**config.mk**
```make
export PLATFORM = sky130hd
export DESIGN_NAME = fifo
export DESIGN_NICKNAME = d
export VERILOG_FILES = /design/src/rtl/fifo.sv
export SDC_FILE = /design/constraint.sdc
export NUM_CORES = 1
export LEC_CHECK = 0
export BUFFER_PORTS_ARGS = -buffer_cell sky130_fd_sc_hd__clkbuf_2
export CAP_MARGIN = 25
export CORE_MARGIN = 4
export CORE_UTILIZATION = 55
export CTS_CLUSTER_DIAMETER = 120
export CTS_CLUSTER_SIZE = 8
export DETAILED_ROUTE_END_ITERATION = 8
export GPL_ROUTABILITY_DRIVEN = 0
export PLACE_DENSITY = 0.84
export SYNTH_ARGS = -nofsm -noshare
export SYNTH_HDL_FRONTEND = slang
export SYNTH_SLANG_ARGS = --single-unit
```
**constraint.sdc**
```tcl
create_clock -name clk_i -period 3.3 [get_ports clk_i]
set_clock_uncertainty 0.15 [all_clocks]
set_input_delay 0.495 -clock clk_i [delete_from_list [all_inputs] [get_ports clk_i]]
set_output_delay 0.495 -clock clk_i [all_outputs]
set_load 0.02 [all_outputs]
```
**src/rtl/fifo.sv**
```systemverilog
// Single-clock 16x8 FIFO with full/empty flags and an overflow/underflow error flag.
// Define FIFO_STICKY_ERROR_EN to make error_o stick until reset.
module fifo #(
  parameter int DATA_WIDTH = 8,
  parameter int DEPTH      = 16,
  parameter int ADDR_WIDTH = 4
) (
  input  logic                  clk_i,
  input  logic                  rst_i,
  input  logic                  wr_en_i,
  input  logic [DATA_WIDTH-1:0] wdata_i,
  input  logic                  rd_en_i,
  output logic [DATA_WIDTH-1:0] rdata_o,
  output logic                  full_o,
  output logic                  empty_o,
  output logic                  error_o
);

  localparam logic [ADDR_WIDTH:0] PTR_ONE = 1;

  logic [DATA_WIDTH-1:0] mem [DEPTH];
  logic [ADDR_WIDTH:0]   wr_ptr;
  logic [ADDR_WIDTH:0]   rd_ptr;
  logic                  wr_ok;
  logic                  rd_ok;
  logic                  rej;
  logic                  err_q;

  assign empty_o = (wr_ptr == rd_ptr);
  assign full_o  = (wr_ptr[ADDR_WIDTH-1:0] == rd_ptr[ADDR_WIDTH-1:0])
                 & (wr_ptr[ADDR_WIDTH] != rd_ptr[ADDR_WIDTH]);

  // A read frees a slot in the same cycle, so a full FIFO can still take a write.
  assign rd_ok = rd_en_i & ~empty_o;
  assign wr_ok = wr_en_i & (~full_o | rd_ok);
  assign rej   = (wr_en_i & ~wr_ok) | (rd_en_i & ~rd_ok);

  always_ff @(posedge clk_i) begin
    if (wr_ok) begin
      mem[wr_ptr[ADDR_WIDTH-1:0]] <= wdata_i;
    end
  end

  always_ff @(posedge clk_i or negedge rst_i) begin
    if (!rst_i) begin
      wr_ptr <= '0;
    end else if (wr_ok) begin
      wr_ptr <= wr_ptr + PTR_ONE;
    end
  end

  always_ff @(posedge clk_i or negedge rst_i) begin
    if (!rst_i) begin
      rd_ptr  <= '0;
      rdata_o <= '0;
    end else if (rd_ok) begin
      rd_ptr  <= rd_ptr + PTR_ONE;
      rdata_o <= mem[rd_ptr[ADDR_WIDTH-1:0]];
    end
  end

  always_ff @(posedge clk_i or negedge rst_i) begin
    if (!rst_i) begin
      err_q <= 1'b0;
    end else begin
`ifdef FIFO_STICKY_ERROR_EN
      err_q <= err_q | rej;
`else
      err_q <= rej;
`endif
    end
  end

  assign error_o = err_q;

endmodule

```
# [Word-level counts from Yosys, hierarchy flattened]
# Memories as Yosys holds them, arrays and structs flattened. A register that Yosys moved wholly into a read port is not among the register bits.
# Cells that the tools add are included.
[totals] ff_bits=11 ramBits=128 inputBits=12 out_inout_bits=11 word_cells=23 memories=1
[op_classes] add_sub_neg=2 eq_ne=3 mux=2 bitwise_logic=11 reduce_logical=1
[memory_table] memory="mem" words=16 width=8 read_ports=1 rd_ports_with_merged_regs=1 wr=1 line="21" text="logic [DATA_WIDTH-1:0] mem [DEPTH];"
[ops] operator="$add A5 B1 Y5 const B" n=2
[ops] operator="$and A1 B1 Y1" n=5
[ops] operator="$eq A5 B5 Y1" n=1
[ops] operator="$eq A4 B4 Y1" n=1
[ops] operator="$not A1 Y1" n=4
[ops] operator="$mux W1" n=2
[ops] operator="$or A1 B1 Y1" n=2
[ops] operator="$logic_not A1 Y1" n=1
[ops] operator="$ne A1 B1 Y1" n=1

# [Longest topological paths before layout]
[logic_depth] ltp_word=8 mapped_depth=7 depth_no_buf=4

# [Worst setup path after synthesis]
# Ideal clock, no wire load.
[synth_timing] path_kind="register to register" from="register rd_ptr[1]" to="memory mem[3][0], enable pin" setup_time_ns=0.383 t_arrival_ns=1.887 required_time_ns=2.767 path_slack_ns=0.880 path_stages_with_launch=8 n_path_buf=3 period_less_slack_ns=2.420 cell_sequence="dfrtp_1 buf_6 buf_6 xnor2_1 nand4_1 buf_2 o211ai_1 nor3_1"
[synth_between] elab_chain_cells=7 word_cells_on_any_way=10 cone_classes="eq/ne: 2; mux: 2; bitwise: 6"
[synth_rtl] item="start, declared" line="23" text="logic [ADDR_WIDTH:0] rd_ptr;"
[synth_rtl] item="start signal, assigned" line="57" text="rd_ptr <= rd_ptr + PTR_ONE;"
[synth_rtl] item="$eq A5 B5 Y1 or $eq A4 B4 Y1 (tied branches)" line="29, 30"
[synth_rtl] item="$not A1 Y1 or $and A1 B1 Y1 (tied branches)" line="34, 31"
[synth_rtl] item="$and A1 B1 Y1 or $not A1 Y1 (tied branches)" line="34, 35"
[synth_rtl] item="$or A1 B1 Y1 *" line="35" text="assign wr_ok = wr_en_i & (~full_o | rd_ok);"
[synth_rtl] item="$and A1 B1 Y1 *" line="35"
[synth_rtl] item="$mux W1 *" line="39" text="if (wr_ok) begin"
[synth_rtl] item="$mux W1 (not written as such) *" line="40" text="mem[wr_ptr[ADDR_WIDTH-1:0]] <= wdata_i;"
[synth_rtl] item="end, declared" line="21"
# Mark *: on every way between the ends. The rest lies on a longest branch, timed or not.

# [Worst setup path in the final report]
[layout_timing] from="register rd_ptr[1]" to="output port empty_o"
[layout_between] elab_chain_cells=1
[layout_rtl] item="$eq A5 B5 Y1" line="29" text="assign empty_o = (wr_ptr == rd_ptr);"
[layout_rtl] item="end, declared" line="15" text="output logic empty_o,"
# No other way between the ends.

==> impl_metrics.py <==
metrics = {
    "route": {
        "vias": 2984,
        "wl_per_cell_um": 24.7,
        "post-route-drc-count": 0,
        "drt_iter0_drc": 275,
        "drtPass1Iterations": 4,
        "via_per_inst": 6.13,
        "wirelength_mm": 12.1,
        "antenna_left": 0,
    },
    "critical_path": {
        "cpMostUsedCell": "buf_4",
        "endpoint": "empty_o",
        "critPathBufInv": 3,
        "critical_path_class": "flip-flop to output port",
        "cp_top_family": "buffers and inverters",
        "crit_arrival_ps": 2140,
        "critical_path_peak_fanout": 21,
        "cpPeakStageDelay_ps": 360,
        "crit_path_end_kind": "output port",
        "startpoint_type": "flip-flop",
        "r2r-end": "mem[0][4]",
        "critical_path.startpoint": "rd_ptr[1]",
        "worst-path-stages": 6,
        "required_ps": 2650,
        "r2r_slack_ps": 780,
        "timing.rr.start": "rd_ptr[1]",
        "crit_chain": "buf_4, xnor2_1, nand4_1, buf_4, nor2_1, clkbuf_2",
        "crit_path_top_delay_cell": "buf_4",
        "worstRegToRegCells": 5,
    },
    "logic_synthesis": {
        "yosys_warnings": 0,
        "synth.distinct_cells": 27,
        "synth-seq-area-share_pct": 71.8,
        "syn-cell-area_um2": 6010,
        "synth.avg_cell_area_um2": 19.7,
        "synth_seq_cells": 147,
        "syn_nets": 323,
        "synth_cells": 306,
    },
    "final_layout": {
        "diodes": 0,
        "final_common_cell": "edfxtp_1",
        "area_growth_pct": 14.5,
        "final_cell_mix": "edfxtp_1, clkbuf_2, mux2_2, dfrtp_1, mux2i_1",
        "final_util_pct": 65.5,
        "drive_above_1_share_pct": 25.6,
        "layout.nets": 355,
    },
    "sta": {
        "timing.setup.tns_ps": 0,
        "grt_setup_unrepaired": "false",
        "slew_viol_final": 0,
        "holdWs_ps": 195,
        "post-route-period-util_pct": 84.3,
        "final-hold-violation-count": 0,
        "fmax_mhz": 359,
        "slew_headroom_pct": 43.1,
        "worst_slew_pin_slew_ps": 852,
        "setup_viol": 0,
        "period_minus_slack_ps": 2780,
    },
    "grt": {
        "grt_max_degree": 43,
        "grt_use_total_pct": 20.1,
        "grt.overflow.total": 0,
        "grt_first_pass_wirelength_mm": 18.8,
        "antenna_found_initial": 0,
        "grt_pass1_vias": 3147,
    },
    "clocking": {
        "clock-sinks": 147,
        "clkTransAtPathRegs_ps": 60,
        "htree_levels": 4,
        "clock_latency_ps": 520,
        "clockRootBuffer": "clkbuf_8",
        "cts-buffers-inserted": 17,
        "ctsLongestPathBuffers": 2,
        "post_cts_resize_count": 0,
        "cts_tree": "done",
    },
    "placed_design": {
        "post-dp-hpwl_mm": 7.56,
        "io_buffers": 22,
    },
    "min_path": {
        "hp-class": "input port to flip-flop",
    },
    "run": {
        "maxCapViolCount": 0,
    },
    "pwr": {
        "p_leak_nw": 2.47,
        "ir_drop_mv": 0.484,
        "p_per_area_nw_per_um2": 921,
    },
    "die": {
        "start_util_pct": 57.2,
        "fp-row-count": 37,
        "dieArea_um2": 12700,
        "num_io_pins": 23,
        "core_area_um2": 10500,
        "die_y_um": 113,
        "die_x_um": 113,
    },
    "outcome": {
        "outcome": "completed",
    },
}
## flip-flops by register name, indices dropped and copies added, names as in the netlist
| signal | flops |
|---|---|
| mem | 128 |
| rd_ptr | 5 |
| error_o | 1 |
| wr_ptr | 5 |
| rdata_o | 8 |
## synthesized netlist by cell type
cell | number | area [um^2]
nand2b_1 | 9 | 56.3
a22o_1 | 8 | 70.1
nand4_1 | 1 | 6.26
nor2_1 | 4 | 15.0
nor3_1 | 1 | 5.00
nor2b_1 | 6 | 37.5
o21a_1 | 1 | 7.51
inv_1 | 3 | 11.3
dfrtp_1 | 19 | 475
xor2_2 | 1 | 16.3
and3_1 | 16 | 100
clkbuf_1 | 5 | 18.8
o21ai_4 | 1 | 16.3
mux4_1 | 15 | 394
o211ai_1 | 5 | 37.5
mux4_2 | 9 | 203
a221oi_1 | 8 | 70.1
mux2i_1 | 17 | 170
mux2_2 | 18 | 203
buf_2 | 6 | 30.0
edfxtp_1 | 128 | 3840
buf_1 | 3 | 11.3
buf_6 | 3 | 33.8
ha_1 | 5 | 62.6
and2_1 | 1 | 6.26
xnor2_1 | 12 | 105
o2111ai_1 | 1 | 8.76
## stage by stage
| stage | cell area, um^2 | instances | power [mW] | setup WS (ps) |
|---|---|---|---|---|
| after floorplan | 6010 | 306 | 3.87 | 880 |
| after global placement | 6250 | 454 | 4.32 | 863 |
| after detailed placement | 6250 | 454 | 4.39 | 815 |
| after CTS | 6880 | 487 | 6.37 | 508 |
| after global routing | 6880 | 487 | 6.62 | 341 |
| final | 6880 | 487 | 6.34 | 518 |
## cell type report
type                    instances  area, um^2
clock inverters                10         146
inverters                       3        11.3
fillers                       673        3620
clock buffers                  22         473
repair buffers                 30         173
flip-flops and latches        147        4320
multi-input cells             139        1590
well taps                     136         170
## worst reg2reg max path, stage by stage (launching register included)
cell and delay (ps):
dfrtp_1 350, buf_4 360, xnor2_1 130, nand4_1 200
o21a_1 440, and3_1 540
## report_power, final
group	switching, mW	leakage (nW)	total (mW)	internal (mW)
clock network	0.734	0.290	1.97	1.24
registers	0.166	1.38	2.48	2.31
logic	1.03	0.798	1.89	0.866
## repair_timing
action	4_1_cts	5_1_grt
hold buffers	1	0
hold endpoints to repair	19	0
buffers inserted	0	0
## kinds of logic (layout without fill, tap and decap cells)
group / after synthesis / in the layout / share of synthesized area, %
simple gates: 38 / 38 / 3.77
flops: 147 / 147 / 71.8
xor+xnor: 13 / 13 / 2.02
compound gates: 24 / 24 / 3.50
buf+inv: 20 / 65 / 1.75
fa+ha+maj: 5 / 5 / 1.04
mux: 59 / 59 / 16.1
## worst min path at each step
stage / depth (start not counted) / startpoint / slack [ps] / end
global placement: 1 / rdata_o[7] / 340 / rdata_o[7]
detailed placement: 1 / rdata_o[7] / 340 / rdata_o[7]
floorplan: 0 / rst_i / 50 / error_o
finish: 3 / rd_en_i / 200 / error_o
global route: 3 / rd_en_i / 210 / error_o
CTS: 3 / wr_en_i / 180 / wr_ptr[3]
## per-layer routing
layer  vias up  GRT usage, %  part of all wire [%]
li1       1306             -                     -
met1      1563          26.9                    41
met3        12          4.53                   6.4
met4         0          6.89                   1.2
met5         -             0                     0
met2       103          32.7                    52
No activity file was read; power rests on OpenSTA's default activity.
